$ cat src/rtl/mux_rr_arbiter_if.sv
// Handshake bundle between four producers, the round-robin arbiter and one consumer.
// The slave modport is the arbiter's view; the master modport is the producers/consumer side.
interface mux_rr_arbiter_if #(
    parameter int DW = 4
);
    logic [3:0]    req;
    logic [DW-1:0] in1;
    logic [DW-1:0] in2;
    logic [DW-1:0] in3;
    logic [DW-1:0] in4;
    logic          out_ready;
    logic [3:0]    gnt;
    logic [1:0]    select;
    logic [DW-1:0] out;
    logic          out_valid;
    logic          busy;

    modport slave (
        input  req, in1, in2, in3, in4, out_ready,
        output gnt, select, out, out_valid, busy
    );

    modport master (
        output req, in1, in2, in3, in4, out_ready,
        input  gnt, select, out, out_valid, busy
    );
endinterface

$ cat src/rtl/mux_rr_arbiter.sv
// Round-robin scheduler for a shared 4:1 selector feeding a registered valid/ready output.
// One beat per cycle under no backpressure; an owner may hold the selector for MAX_BURST beats.
module mux_rr_arbiter #(
    parameter int DW        = 4,
    parameter int MAX_BURST = 4
) (
    input  logic              clk,
    input  logic              rst_n,
    mux_rr_arbiter_if.slave   bus
);
    typedef enum logic {
        IDLE  = 1'b0,
        SERVE = 1'b1
    } state_e;

    localparam logic [3:0] MAX_CNT = 4'(MAX_BURST);

    state_e        state_q, state_d;
    logic [1:0]    ptr_q, ptr_d;
    logic [3:0]    beat_cnt_q, beat_cnt_d;
    logic [1:0]    select_q, select_d;
    logic [DW-1:0] out_q, out_d;
    logic          out_valid_q, out_valid_d;

    logic          load;
    logic [1:0]    nxt;
    logic [3:0]    owner_oh;
    logic [DW-1:0] data [4];

    // First requester at or after p, scanning p, p+1, p+2, p+3 modulo 4.
    function automatic logic [1:0] pick(input logic [3:0] r, input logic [1:0] p);
        logic [1:0] idx;
        pick = p;
        for (int k = 3; k >= 0; k--) begin
            idx = p + 2'(k);
            if (r[idx]) pick = idx;
        end
    endfunction

    assign data[0]  = bus.in1;
    assign data[1]  = bus.in2;
    assign data[2]  = bus.in3;
    assign data[3]  = bus.in4;
    assign owner_oh = 4'b0001 << select_q;

    always_comb begin
        // NOTE: every signal gets a default before the case so no path leaves one unassigned, which would infer a latch.
        state_d     = state_q;
        ptr_d       = ptr_q;
        beat_cnt_d  = beat_cnt_q;
        out_valid_d = out_valid_q;
        load        = 1'b0;
        nxt         = select_q;

        unique case (state_q)
            IDLE: begin
                if (|bus.req) begin
                    nxt        = pick(bus.req, ptr_q);
                    load       = 1'b1;
                    beat_cnt_d = 4'd1;
                    state_d    = SERVE;
                end
            end
            SERVE: begin
                if (bus.out_ready) begin
                    if (bus.req[select_q] && (beat_cnt_q < MAX_CNT)) begin
                        nxt        = select_q;
                        load       = 1'b1;
                        beat_cnt_d = beat_cnt_q + 4'd1;
                    end else if (|(bus.req & ~owner_oh)) begin
                        nxt        = pick(bus.req, select_q + 2'd1);
                        load       = 1'b1;
                        beat_cnt_d = 4'd1;
                        ptr_d      = select_q + 2'd1;
                    end else if (bus.req[select_q]) begin
                        nxt        = select_q;
                        load       = 1'b1;
                        beat_cnt_d = 4'd1;
                        ptr_d      = select_q + 2'd1;
                    end else begin
                        out_valid_d = 1'b0;
                        ptr_d       = select_q + 2'd1;
                        state_d     = IDLE;
                    end
                end
            end
            default: state_d = IDLE;
        endcase

        // No grant may be issued while reset is asserted.
        if (!rst_n) load = 1'b0;
        if (load) out_valid_d = 1'b1;
    end

    assign out_d    = load ? data[nxt] : out_q;
    assign select_d = load ? nxt : select_q;

    // NOTE: reset is synchronous, so it lives inside the clocked branch rather than in the sensitivity list.
    always_ff @(posedge clk) begin
        if (!rst_n) begin
            state_q     <= IDLE;
            ptr_q       <= 2'd0;
            beat_cnt_q  <= 4'd0;
            select_q    <= 2'd0;
            out_q       <= '0;
            out_valid_q <= 1'b0;
        end else begin
            state_q     <= state_d;
            ptr_q       <= ptr_d;
            beat_cnt_q  <= beat_cnt_d;
            select_q    <= select_d;
            out_q       <= out_d;
            out_valid_q <= out_valid_d;
        end
    end

    assign bus.gnt       = load ? (4'b0001 << nxt) : 4'b0000;
    assign bus.select    = select_q;
    assign bus.out       = out_q;
    assign bus.out_valid = out_valid_q;
    assign bus.busy      = (state_q == SERVE);
endmodule

$ cat src/flat_wrapper.sv
// flat-port wrapper written by rule: the top's interface ports become plain ports
module mux_rr_arbiter_flat 
#(
    parameter int DW        = 4,
    parameter int MAX_BURST = 4
)
  (clk, rst_n, bus_req, bus_in1, bus_in2, bus_in3, bus_in4, bus_out_ready, bus_gnt, bus_select, bus_out, bus_out_valid, bus_busy);
  mux_rr_arbiter_if #(.DW(DW)) bus_i ();
  input  logic clk;
  input  logic rst_n;
  input wire logic [$bits(bus_i.req)-1:0] bus_req;
  input wire logic [$bits(bus_i.in1)-1:0] bus_in1;
  input wire logic [$bits(bus_i.in2)-1:0] bus_in2;
  input wire logic [$bits(bus_i.in3)-1:0] bus_in3;
  input wire logic [$bits(bus_i.in4)-1:0] bus_in4;
  input wire logic [$bits(bus_i.out_ready)-1:0] bus_out_ready;
  output wire logic [$bits(bus_i.gnt)-1:0] bus_gnt;
  output wire logic [$bits(bus_i.select)-1:0] bus_select;
  output wire logic [$bits(bus_i.out)-1:0] bus_out;
  output wire logic [$bits(bus_i.out_valid)-1:0] bus_out_valid;
  output wire logic [$bits(bus_i.busy)-1:0] bus_busy;
  assign bus_i.req = bus_req;
  assign bus_i.in1 = bus_in1;
  assign bus_i.in2 = bus_in2;
  assign bus_i.in3 = bus_in3;
  assign bus_i.in4 = bus_in4;
  assign bus_i.out_ready = bus_out_ready;
  assign bus_gnt = bus_i.gnt;
  assign bus_select = bus_i.select;
  assign bus_out = bus_i.out;
  assign bus_out_valid = bus_i.out_valid;
  assign bus_busy = bus_i.busy;
  mux_rr_arbiter #(.DW(DW), .MAX_BURST(MAX_BURST)) u_core (.clk(clk), .rst_n(rst_n), .bus(bus_i));
endmodule
$ cat config.mk
export PLATFORM = sky130hd
export DESIGN_NAME = mux_rr_arbiter_flat
export DESIGN_NICKNAME = d
export VERILOG_FILES = /design/src/rtl/mux_rr_arbiter_if.sv /design/src/rtl/mux_rr_arbiter.sv /design/src/flat_wrapper.sv
export SDC_FILE = /design/constraint.sdc
export NUM_CORES = 1
export LEC_CHECK = 0
export CORE_MARGIN = 4
export CORE_UTILIZATION = 43
export CTS_CLUSTER_SIZE = 12
export DETAILED_ROUTE_END_ITERATION = 8
export PLACE_DENSITY_LB_ADDON = 0.12
export SETUP_SLACK_MARGIN = 0.5
export SYNTH_ARGS = -nofsm -noshare
export SYNTH_HDL_FRONTEND = slang
export SYNTH_SLANG_ARGS = --single-unit
$ cat constraint.sdc
create_clock -name clk -period 3.12 [get_ports clk]
set_clock_uncertainty 0.2 [all_clocks]
set_input_delay 0.624 -clock clk [delete_from_list [all_inputs] [get_ports clk]]
set_output_delay 0.624 -clock clk [all_outputs]
set_load 0.01 [all_outputs]
==> metrics <==
outcome=finished with violations; failing checks=negative setup slack; CTS Hold Buffers Added=0; RSZ-0062 raised after global routing=true; R2R Path End=u_core.bus.out[0]; clock sink total=14; Net count, final=263; die area=0.00392 mm^2; Distinct cells, synth=55; Leak Pwr=0.942 nW; final period utilization=104%; peak supply drop=0.320 mV; FMAX=0.308 GHz; first-pass GRT wire length=7.70 mm; Avg WL per Cell=19.0 um; Clock Pin Slew Worst Setup and Hold Paths=0.09 ns; Power Density=326 mW/mm^2; total number of vias=1621; initial core utilization=45.8%; IO buf count=34; final WL=5.03 mm; clock network power share=17.6%; router iterations before antenna repair=4; sequential fraction of the synthesis area=21.8%; post-layout util=82.6%; max_cap viols=0; Int Pwr=0.485 mW; NetSw=0.271 mW; vias in the first global route=1649; FP Rows=19; drt initial violations=56; leading cell types in the layout, fill and taps excluded=buf_4 (48), clkdlybuf4s50_1 (25), dfxtp_1 (12), nand2_1 (11); GRT Total Usage=24.0%; Core ar.=0.00281 mm^2; post-synth top area cell=dfxtp_1; mux cell area share after synthesis=8.28%; final critical-path required period=3.24 ns; synth top area cells=dfxtp_1 (22%), mux2i_1 (6.2%), ha_1 (4.9%), o31ai_1 (4.7%), nor4_1 (3.9%); Synth Area in Simple Gates=25.2%; Reg2Reg Depth=11; TNS Setup=-0.374 ns; post-route insts no fill=265; largest net degree at the start of global routing=11; DRT antenna net count=0; Worst setup EP type=output pin; Compound-Gate Fraction of Synth Area=32.9%; Sw Ratio=35.8%; CP max FO=5; area added between synthesis and finish=80.4%; CP startpoint kind=input pin; hold path cells=1; clock buffer depth=2; Die Ht=62.6 um; share of layout cells above drive strength 1=48.7%; Num CTS Buffers=3; Hold Crit Start=u_core.beat_cnt_q[1]; Top FF cell, synth=dfxtp_1; Final Slew Violations=0; syn nets=176; Required @ worst endpoint=2.30 ns; commonest non-fill, non-tap cell in the layout=buf_4; dpl cells=247; Mapped Area=0.00128 mm^2; Hold Crit Class=flip-flop to flip-flop; EDFF count, synth=0; setup slack, reg-to-reg=0.29 ns; synthesized area per cell=8.67 um^2; CTS HTree Levels=1; Synth top area share=21.8%; diodes inserted=0; initial antenna violation count=0; Clock Latency Late Sink=0.29 ns; CTS tree=yes; Slew @ Worst Pin=0.571 ns; combinational share of power=54.9%; worst r2r src=u_core.bus.select[1]; Synth Area in Adders=4.87%; Worst Hold End=u_core.beat_cnt_q[1]; Flop pwr share=27.5%; Chip Width=62.6 um; worst hold slack=0.289 ns; post-synthesis cell count=148; YS warnings=0; crit path kind=input pin to output pin; Fin. Hold Viols=0; XOR/XNOR share of the synthesized area=0%; Yosys reg bits=14; largest family of logic cells by synthesized area=compound AO/OA/AOI/OAI gates; DRC Markers=0; final setup violating endpoints=4; overflow left after global routing=0; Final GP Congestion=0.867; DR vias/cell=6.12; WP data arrival=2.42 ns; async set-reset flop share out of synthesis=0%; Relative slew margins=61.9%; HPWL Detailed=3.32 mm; io pins=35; CTS root buffer=clkbuf_4; setup ws final=-0.124 ns
-- stage by stage --
stage,power [mW],instance area (um^2),setup WS (ns)
2_1_floorplan,0.398,1380,0.101
3_3_place_gp,0.543,2010,-0.867
3_5_place_dp,0.553,2010,-0.900
4_1_cts,0.723,2230,-0.0952
5_1_grt,0.796,2320,-0.242
6_report,0.755,2320,-0.124
-- synthesized netlist by cell type, types with 2 or more instances --
cell type / n
inv_1: 10
a21oi_1: 7
nand2b_1: 4
nor3b_1: 2
buf_4: 2
nor3_1: 3
dfxtp_1: 14
a22o_1: 2
ha_1: 5
nor4_1: 8
a2111oi_2: 2
o31ai_1: 8
mux2i_1: 8
o211ai_1: 3
or2b_1: 3
buf_2: 4
a21boi_0: 2
nand2_1: 12
o21a_1: 2
nor2_1: 7
o21ai_0: 3
o221ai_1: 3
o311a_1: 2
-- worst max path at each step --
stage                       endpoint  slack, ns                  from  cells after the start
after floorplan           bus_gnt[1]       0.10            bus_req[3]                      7
after global placement    bus_gnt[0]      -0.87            bus_req[3]                      7
after detailed placement  bus_gnt[0]      -0.90            bus_req[3]                      7
after CTS                 bus_gnt[1]       -0.1  u_core.bus.select[1]                      8
after global routing      bus_gnt[1]      -0.24  u_core.bus.select[1]                      8
final                     bus_gnt[1]      -0.12            bus_req[0]                      8
-- power groups by stage --
stage,sequential [mW],combinational [mW],clock [mW]
after floorplan,0.218,0.180,0
after global placement,0.210,0.333,0
after detailed placement,0.211,0.342,0
after CTS,0.207,0.381,0.136
after global routing,0.210,0.441,0.146
final,0.208,0.415,0.133
-- final cells by class --
type	count	area, um^2
multi-input combinational	116	1160
timing repair buffer	90	759
fill	164	489
sequential	14	285
tap	31	38.8
inverter	10	37.5
clock buffer	4	36.3
-- worst max-delay path: stages --
cell and delay, ns:
clkdlybuf4s15_2 0.22, mux2_4 0.32, a221oi_4 0.31, nand2_1 0.16, o221a_4 0.30, buf_6 0.12, nor4_4 0.19, buf_2 0.17
-- registers in the layout, indices dropped and copies added (netlist names) --
signal,flops
u_core.beat_cnt_q,4
u_core.bus.busy,1
u_core.bus.out,4
u_core.bus.out_valid,1
u_core.bus.select,2
u_core.ptr_q,2
-- metal layers --
layer | part of all wire [%] | up-vias | global-route usage [%]
met5 | 0 | - | 0
met4 | 3.9 | 0 | 7.71
met3 | 5.0 | 20 | 5.94
met2 | 53 | 58 | 43.9
met1 | 38 | 798 | 26.8
li1 | - | 745 | -
-- cells by family (layout without fill, tap and decap cells) --
logic type | after synthesis | count (layout)
compound gates | 49 | 49
fa+ha+maj | 5 | 5
buf+inv | 18 | 104
flops | 14 | 14
mux | 10 | 10
simple gates | 52 | 52
-- what timing repair did --
item / in CTS / in global routing
setup buffers: 12 / 2
gates resized for setup: 64 / 12
pin swaps: 18 / 6
setup endpoints to repair: 13 / 8
Power figures use the tool's default switching activity.
